### src/rtl/regs_bist.sv
// regs_bist: self-test controller for the 8x32 two-read/one-write register file.
// It writes a pattern set into all eight words, reads every word back through
// both read ports, then repeats with the inverted patterns. It reports
// pass/fail, a mismatch count and the first failing address.
module regs_bist (
   input  logic        clk,
   input  logic        cr,
   input  logic        start,
   input  logic [31:0] QA,
   input  logic [31:0] QB,
   output logic        WE,
   output logic [31:0] Di,
   output logic [2:0]  Addr_W,
   output logic [2:0]  Addr_A,
   output logic [2:0]  Addr_B,
   output logic        busy,
   output logic        done,
   output logic        pass,
   output logic [5:0]  err_count,
   output logic [2:0]  fail_addr
);

   typedef enum logic [2:0] {
      S_IDLE = 3'd0,
      S_WR0  = 3'd1,
      S_RD0  = 3'd2,
      S_WR1  = 3'd3,
      S_RD1  = 3'd4,
      S_DONE = 3'd5
   } state_t;

   // Base pattern: even words alternate 1010..., odd words 0101..., with the
   // word index in the low nibble so address aliasing also shows up.
   function automatic logic [31:0] pattern(input logic [2:0] i);
      logic [31:0] base;
      base = i[0] ? 32'h55555550 : 32'hAAAAAAA0;
      return base + {29'd0, i};
   endfunction

   state_t      state_q, state_d;
   logic [2:0]  idx_q, idx_d;
   logic [5:0]  err_count_q, err_count_d;
   logic [2:0]  fail_addr_q, fail_addr_d;
   logic        pass_q, pass_d;
   logic        we_q, we_d;
   logic [31:0] di_q, di_d;
   logic [2:0]  addr_w_q, addr_w_d;
   logic [2:0]  addr_a_q, addr_a_d;
   logic [2:0]  addr_b_q, addr_b_d;
   logic        busy_q, busy_d;
   logic        done_q, done_d;

   // Read-check helpers for the current RD cycle.
   logic        phase2;
   logic [2:0]  idx_b;
   logic [31:0] exp_a, exp_b;
   logic        miss_a, miss_b;
   logic        in_rd;

   // Expected read data and mismatch flags; port B walks the addresses in reverse.
   always_comb begin
      in_rd  = (state_q == S_RD0) || (state_q == S_RD1);
      phase2 = (state_q == S_RD1);
      idx_b  = 3'd7 - idx_q;
      exp_a  = pattern(idx_q) ^ {32{phase2}};
      exp_b  = pattern(idx_b) ^ {32{phase2}};
      miss_a = in_rd && (QA != exp_a);
      miss_b = in_rd && (QB != exp_b);
   end

   // Next-state, index, result bookkeeping, and Moore output decode of the next state.
   always_comb begin
      state_d     = state_q;
      idx_d       = idx_q;
      err_count_d = err_count_q;
      fail_addr_d = fail_addr_q;
      pass_d      = pass_q;

      case (state_q)
         S_IDLE: begin
            idx_d = 3'd0;
            if (start) begin
               err_count_d = 6'd0;
               fail_addr_d = 3'd0;
               pass_d      = 1'b0;
               state_d     = S_WR0;
            end
         end
         S_WR0, S_WR1: begin
            // idx wraps 7 -> 0 naturally as the state advances
            idx_d = idx_q + 3'd1;
            if (idx_q == 3'd7)
               state_d = (state_q == S_WR0) ? S_RD0 : S_RD1;
         end
         S_RD0, S_RD1: begin
            idx_d       = idx_q + 3'd1;
            err_count_d = err_count_q + {5'd0, miss_a} + {5'd0, miss_b};
            // an err count of zero means no mismatch has been seen this run yet
            if ((err_count_q == 6'd0) && (miss_a || miss_b))
               fail_addr_d = miss_a ? idx_q : idx_b;
            if (idx_q == 3'd7) begin
               if (state_q == S_RD0) begin
                  state_d = S_WR1;
               end else begin
                  state_d = S_DONE;
                  pass_d  = (err_count_d == 6'd0);
               end
            end
         end
         S_DONE: begin
            idx_d   = 3'd0;
            state_d = S_IDLE;
         end
         default: begin
            idx_d   = 3'd0;
            state_d = S_IDLE;
         end
      endcase

      // Outputs are a pure function of (state, idx); computing them from the
      // next values lets them come straight out of flops.
      we_d     = (state_d == S_WR0) || (state_d == S_WR1);
      di_d     = 32'd0;
      addr_w_d = 3'd0;
      addr_a_d = 3'd0;
      addr_b_d = 3'd0;
      if (we_d) begin
         di_d     = pattern(idx_d) ^ {32{state_d == S_WR1}};
         addr_w_d = idx_d;
      end
      if ((state_d == S_RD0) || (state_d == S_RD1)) begin
         addr_a_d = idx_d;
         addr_b_d = 3'd7 - idx_d;
      end
      busy_d = (state_d != S_IDLE) && (state_d != S_DONE);
      done_d = (state_d == S_DONE);
   end

   // State and output registers; cr wins over everything and aborts a run.
   always_ff @(posedge clk) begin
      if (cr) begin
         state_q     <= S_IDLE;
         idx_q       <= 3'd0;
         err_count_q <= 6'd0;
         fail_addr_q <= 3'd0;
         pass_q      <= 1'b0;
         we_q        <= 1'b0;
         di_q        <= 32'd0;
         addr_w_q    <= 3'd0;
         addr_a_q    <= 3'd0;
         addr_b_q    <= 3'd0;
         busy_q      <= 1'b0;
         done_q      <= 1'b0;
      end else begin
         state_q     <= state_d;
         idx_q       <= idx_d;
         err_count_q <= err_count_d;
         fail_addr_q <= fail_addr_d;
         pass_q      <= pass_d;
         we_q        <= we_d;
         di_q        <= di_d;
         addr_w_q    <= addr_w_d;
         addr_a_q    <= addr_a_d;
         addr_b_q    <= addr_b_d;
         busy_q      <= busy_d;
         done_q      <= done_d;
      end
   end

   assign WE        = we_q;
   assign Di        = di_q;
   assign Addr_W    = addr_w_q;
   assign Addr_A    = addr_a_q;
   assign Addr_B    = addr_b_q;
   assign busy      = busy_q;
   assign done      = done_q;
   assign pass      = pass_q;
   assign err_count = err_count_q;
   assign fail_addr = fail_addr_q;

endmodule
### config.mk
export PLATFORM = sky130hd
export DESIGN_NAME = regs_bist
export DESIGN_NICKNAME = d
export VERILOG_FILES = /design/src/rtl/regs_bist.sv
export SDC_FILE = /design/constraint.sdc
export NUM_CORES = 1
export LEC_CHECK = 0
export ABC_AREA = 1
export CELL_PAD_IN_SITES_DETAIL_PLACEMENT = 1
export CELL_PAD_IN_SITES_GLOBAL_PLACEMENT = 1
export CORE_MARGIN = 2
export CORE_UTILIZATION = 27
export CTS_CLUSTER_SIZE = 40
export DETAILED_ROUTE_END_ITERATION = 8
export GPL_TIMING_DRIVEN = 0
export HOLD_SLACK_MARGIN = 0.1
export PLACE_DENSITY = 0.79
export SLEW_MARGIN = 20
export SYNTH_ARGS = -nofsm -noshare
export SYNTH_HDL_FRONTEND = slang
export SYNTH_SLANG_ARGS = --single-unit
### constraint.sdc
create_clock -name clk -period 3.35 [get_ports clk]
set_input_delay 0.335 -clock clk [delete_from_list [all_inputs] [get_ports clk]]
set_output_delay 0.335 -clock clk [all_outputs]
set_load 0.02 [all_outputs]
==> results.md <==
- Status: finished clean
- Worst clock skew on the final layout: between 4 and 5 ps
- Met3 wire len: about 320 µm
- Final count of pins violating max slew: 0
- Iteration-0 DRC count of the detailed router: 52
- Y dimension of the die: around 100 µm
- Final Setup Violations: 0
- Clock slew seen by the registers of the worst setup and hold paths: 70 ps
- Die Span X: ~100 µm
- Post-synth top area cell: sky130_fd_sc_hd__dfxtp_1
- Number of buffers created by CTS: 5
- Total of hold buffers inserted after clock tree synthesis: 0
- Cell count after synthesis: 419
- Routability Congestion: approximately 0.78
- Sequential fraction of the synthesis area: 26.32%
- Number of synthesized flops with an enable pin: 0
- Sequential cell area: around 660 µm²
- Number of iterations in the first detailed-routing pass: 3
- WL per Instance: 12.57 µm
- Leakage power: 0.001842 µW
- Number of nets in the layout: 617
- Post-route standard cell area excluding fillers: 3965 µm²
- Met1 Routed Length: 3.547 mm
- Maximum clock rate: 325.7 MHz
- Initial antenna violation count: 0
- Unrepaired setup endpoints after global routing: false
- Mean cell area of the mapped netlist: 5.990 µm²
- Via count: 2948
- Number of buffers inserted by post-CTS setup repair: 0
- Dpl cell area: 3850 µm²
- Total count of hold-check failures in the final report: 0
- Footprint of the multi-input gates: 1396 µm²
- DRC viols: 0
- Max-Cap Viols: 0
- Post-layout total power: 1111 µW
- Slowest cell on the critical path: sky130_fd_sc_hd__fa_1
- Period utilisation layout: 91.64%
- Largest delay share family, worst path: simple AND/OR/NAND/NOR gates
- Global-route wire length before repair: 13.58 mm
- Clk root buf: sky130_fd_sc_hd__clkbuf_8
- Commonest cells post-synth: sky130_fd_sc_hd__nand2_1, sky130_fd_sc_hd__nor2_1, sky130_fd_sc_hd__inv_1
- H-tree level count: 2
- Sequence of cells on the critical path: nor2_8 > nand2_8 > nand2_4 > nand2_4 > nand2_1 > nand2_1 > nor2_1 > nand2_1 > o21ai_2 > inv_1 > fa_1 > ha_1 > xor2_1 > nor3_1 > nor3b_1 > nand4_1 > a21oi_1
- Critical path class: reg2reg
- Most frequent cell on the critical path: sky130_fd_sc_hd__nand2_1
- Netlist Area Pre-Place: 2510 µm²
- Slew of the pin with the lowest slew margin: 529.6 ps
- Fraction of synthesis flops using an asynchronous set or reset pin: 0%
- CTS sink cnt: 33
- Worst Path Buf+Inv: 1
- Core utilization of the finished layout: between 40% and 50%
- Top cell type's share of synthesized area: 26.32%
- Critical Path AT: approximately 3300 ps
- Number of global-route vias before repair: 3043
- Time the worst path needs with I/O delays and setup: 3070 ps
- Clk network pwr share: 34.5%
- Ys Warns: 0
- Syn Nets: 490
- Die ar.: slightly above 10000 µm²
- Count of port buffers added during placement: 120
- Startpoint class of the critical path: register
- Class of the tightest hold or removal check: reg2reg
- Boundary pin count: 121
- Global router's overall resource usage: 16.61%
- CTS tree: done
- Antenna cells: 0
- Area of the placeable core: 9109 µm²
- Kind of end point of the critical path: register
- Most common flop cell mapped by yosys: sky130_fd_sc_hd__dfxtp_1
- Power share of the combinational group: about 28%
- Count leader, synth: sky130_fd_sc_hd__nand2_1
- Maximum clock path buffer count: 2
- Distinct cell type count of the synthesized netlist: 32
- Total of flip-flops plus latches after synthesis: 33
- Setup TNS: 0 ps
- Layout-stage area growth over the synthesis result: 57.98%
- Count of fill cells added during filler insertion: 1196
- Fraction of final layout cells with drive strength greater than 1: 10.24%
- Register share of total power: ~37%
- Fraction of power spent switching nets: around 28%
- Vias per Instance: ~4.5
- Largest cells by area after synthesis: sky130_fd_sc_hd__dfxtp_1, sky130_fd_sc_hd__nand2_1, sky130_fd_sc_hd__nor2_1
- Total detailed-routing wirelength: 8.269 mm
- Pin count of the biggest net entering global routing: 16
- Initial core utilization: between 20% and 30%
- Int Pwr: 796.7 µW
- Cell Pwr Density: 280.2 nW/µm²
- Met2 wire len: 4.253 mm
- Antenna-violating nets left: 0
- Placement Rows: 35
- Post-DP HPWL: 6.959 mm
- Max Used Layer: met4
- Largest voltage drop on the vdd net: approximately 0.00022 V
- Worst-Skew Late Latency: ~290 ps
- Largest fanout of any net on the critical path: 10
- Worst endpoint required time: 3580 ps
- Worst stage delay on the critical path: between 400 and 500 ps
- Overflow left after global routing: 0
- Number of resized instances in the post-cts repair step: 0
- Switching power total: 314.3 µW
- Worst slew margin relative to its limit: 64.69%
==> final timing paths <==
path                               from                 to  slack, ps  cells past startpoint
hold / removal        pass$_SDFFE_PP0P_  pass$_SDFFE_PP0P_        470                      2
hold reg to reg       pass$_SDFFE_PP0P_  pass$_SDFFE_PP0P_        470                      2
setup / recovery  state_q[0]$_SDFF_PP0_  pass$_SDFFE_PP0P_        280                     17
setup reg to reg  state_q[0]$_SDFF_PP0_  pass$_SDFFE_PP0P_        280                     17
==> state kept, by name (all words and copies together), names as in the netlist <==
signal     flops
Addr_W         3
pass           1
idx_q          3
WE             1
state_q        3
err_count      6
busy           1
done           1
Di             5
fail_addr      3
Addr_A         3
Addr_B         3
==> cell usage in the layout (no fill, tap or decap), drive strengths merged <==
master,instances
clkinvlp,1
a211oi,1
or2,1
nor2,79
a21oi,14
inv,62
nor2b,2
dfxtp,33
clkdlybuf4s50,120
nand2,127
nand3,37
clkbuf,6
o21ai,5
nor3b,1
and3,2
nand4,5
bufinv,1
xnor2,1
xor2,4
ha,3
nand3b,5
clkinv,2
buf,29
nor3,5
fa,1
==> worst register-to-register path: stages (launching register included) <==
cell,delay [ps]
sky130_fd_sc_hd__dfxtp_1,400
sky130_fd_sc_hd__nor2_8,230
sky130_fd_sc_hd__nand2_8,120
sky130_fd_sc_hd__nand2_4,110
sky130_fd_sc_hd__nand2_4,90
sky130_fd_sc_hd__nand2_1,80
sky130_fd_sc_hd__nand2_1,50
sky130_fd_sc_hd__nor2_1,100
sky130_fd_sc_hd__nand2_1,90
sky130_fd_sc_hd__o21ai_2,170
sky130_fd_sc_hd__inv_1,80
sky130_fd_sc_hd__fa_1,450
sky130_fd_sc_hd__ha_1,230
sky130_fd_sc_hd__xor2_1,170
sky130_fd_sc_hd__nor3_1,140
sky130_fd_sc_hd__nor3b_1,220
sky130_fd_sc_hd__nand4_1,130
sky130_fd_sc_hd__a21oi_1,140
==> power groups by stage <==
stage / Combinational [µW] / Sequential, µW / Clock (µW)
after floorplan: 138 / 430 / 0
final: 314 / 414 / 383
after detailed placement: 316 / 424 / 0
after global placement: 306 / 423 / 0
after CTS: 317 / 415 / 398
after global routing: 342 / 416 / 412
==> cells by family after synthesis <==
logic type / count (synthesis) / synth area share [%]
AND/OR/NAND/NOR: 264 / 47.36
XOR/XNOR: 5 / 1.745
adder cells (fa/ha/maj): 4 / 2.293
buffers and inverters: 93 / 18.05
flip-flops: 33 / 26.32
AO/OA/AOI/OAI: 20 / 4.237
==> metrics by stage <==
stage | hold WS (ps) | setup WS, ps | cells
after global routing | 517.9 | 36.30 | 658
after detailed placement | 466.7 | 168.8 | 650
final | 472.5 | 280.0 | 658
after global placement | 459.5 | 188.6 | 650
after floorplan | 414.3 | 720.7 | 419
after CTS | 480.3 | 280.7 | 658
==> metal layers <==
layer  vias to the layer above  global-route usage (%)
met5                         -                       0
met4                         0                   5.058
met3                        16                   3.412
met2                        53                   30.25
met1                      1363                   19.48
li1                       1516                       -
==> area by class of cell <==
cell class / count / area share [%]
Multi-Input combinational cell: 293 / 35.22
Timing Repair Buffer: 120 / 30.29
Sequential cell: 33 / 16.66
Inverter: 63 / 5.964
Buffer: 30 / 5.459
Tap cell: 111 / 3.503
Clock buffer: 5 / 1.736
Clock inverter: 3 / 1.168
Note: power is estimated with default switching activity, not from simulation.
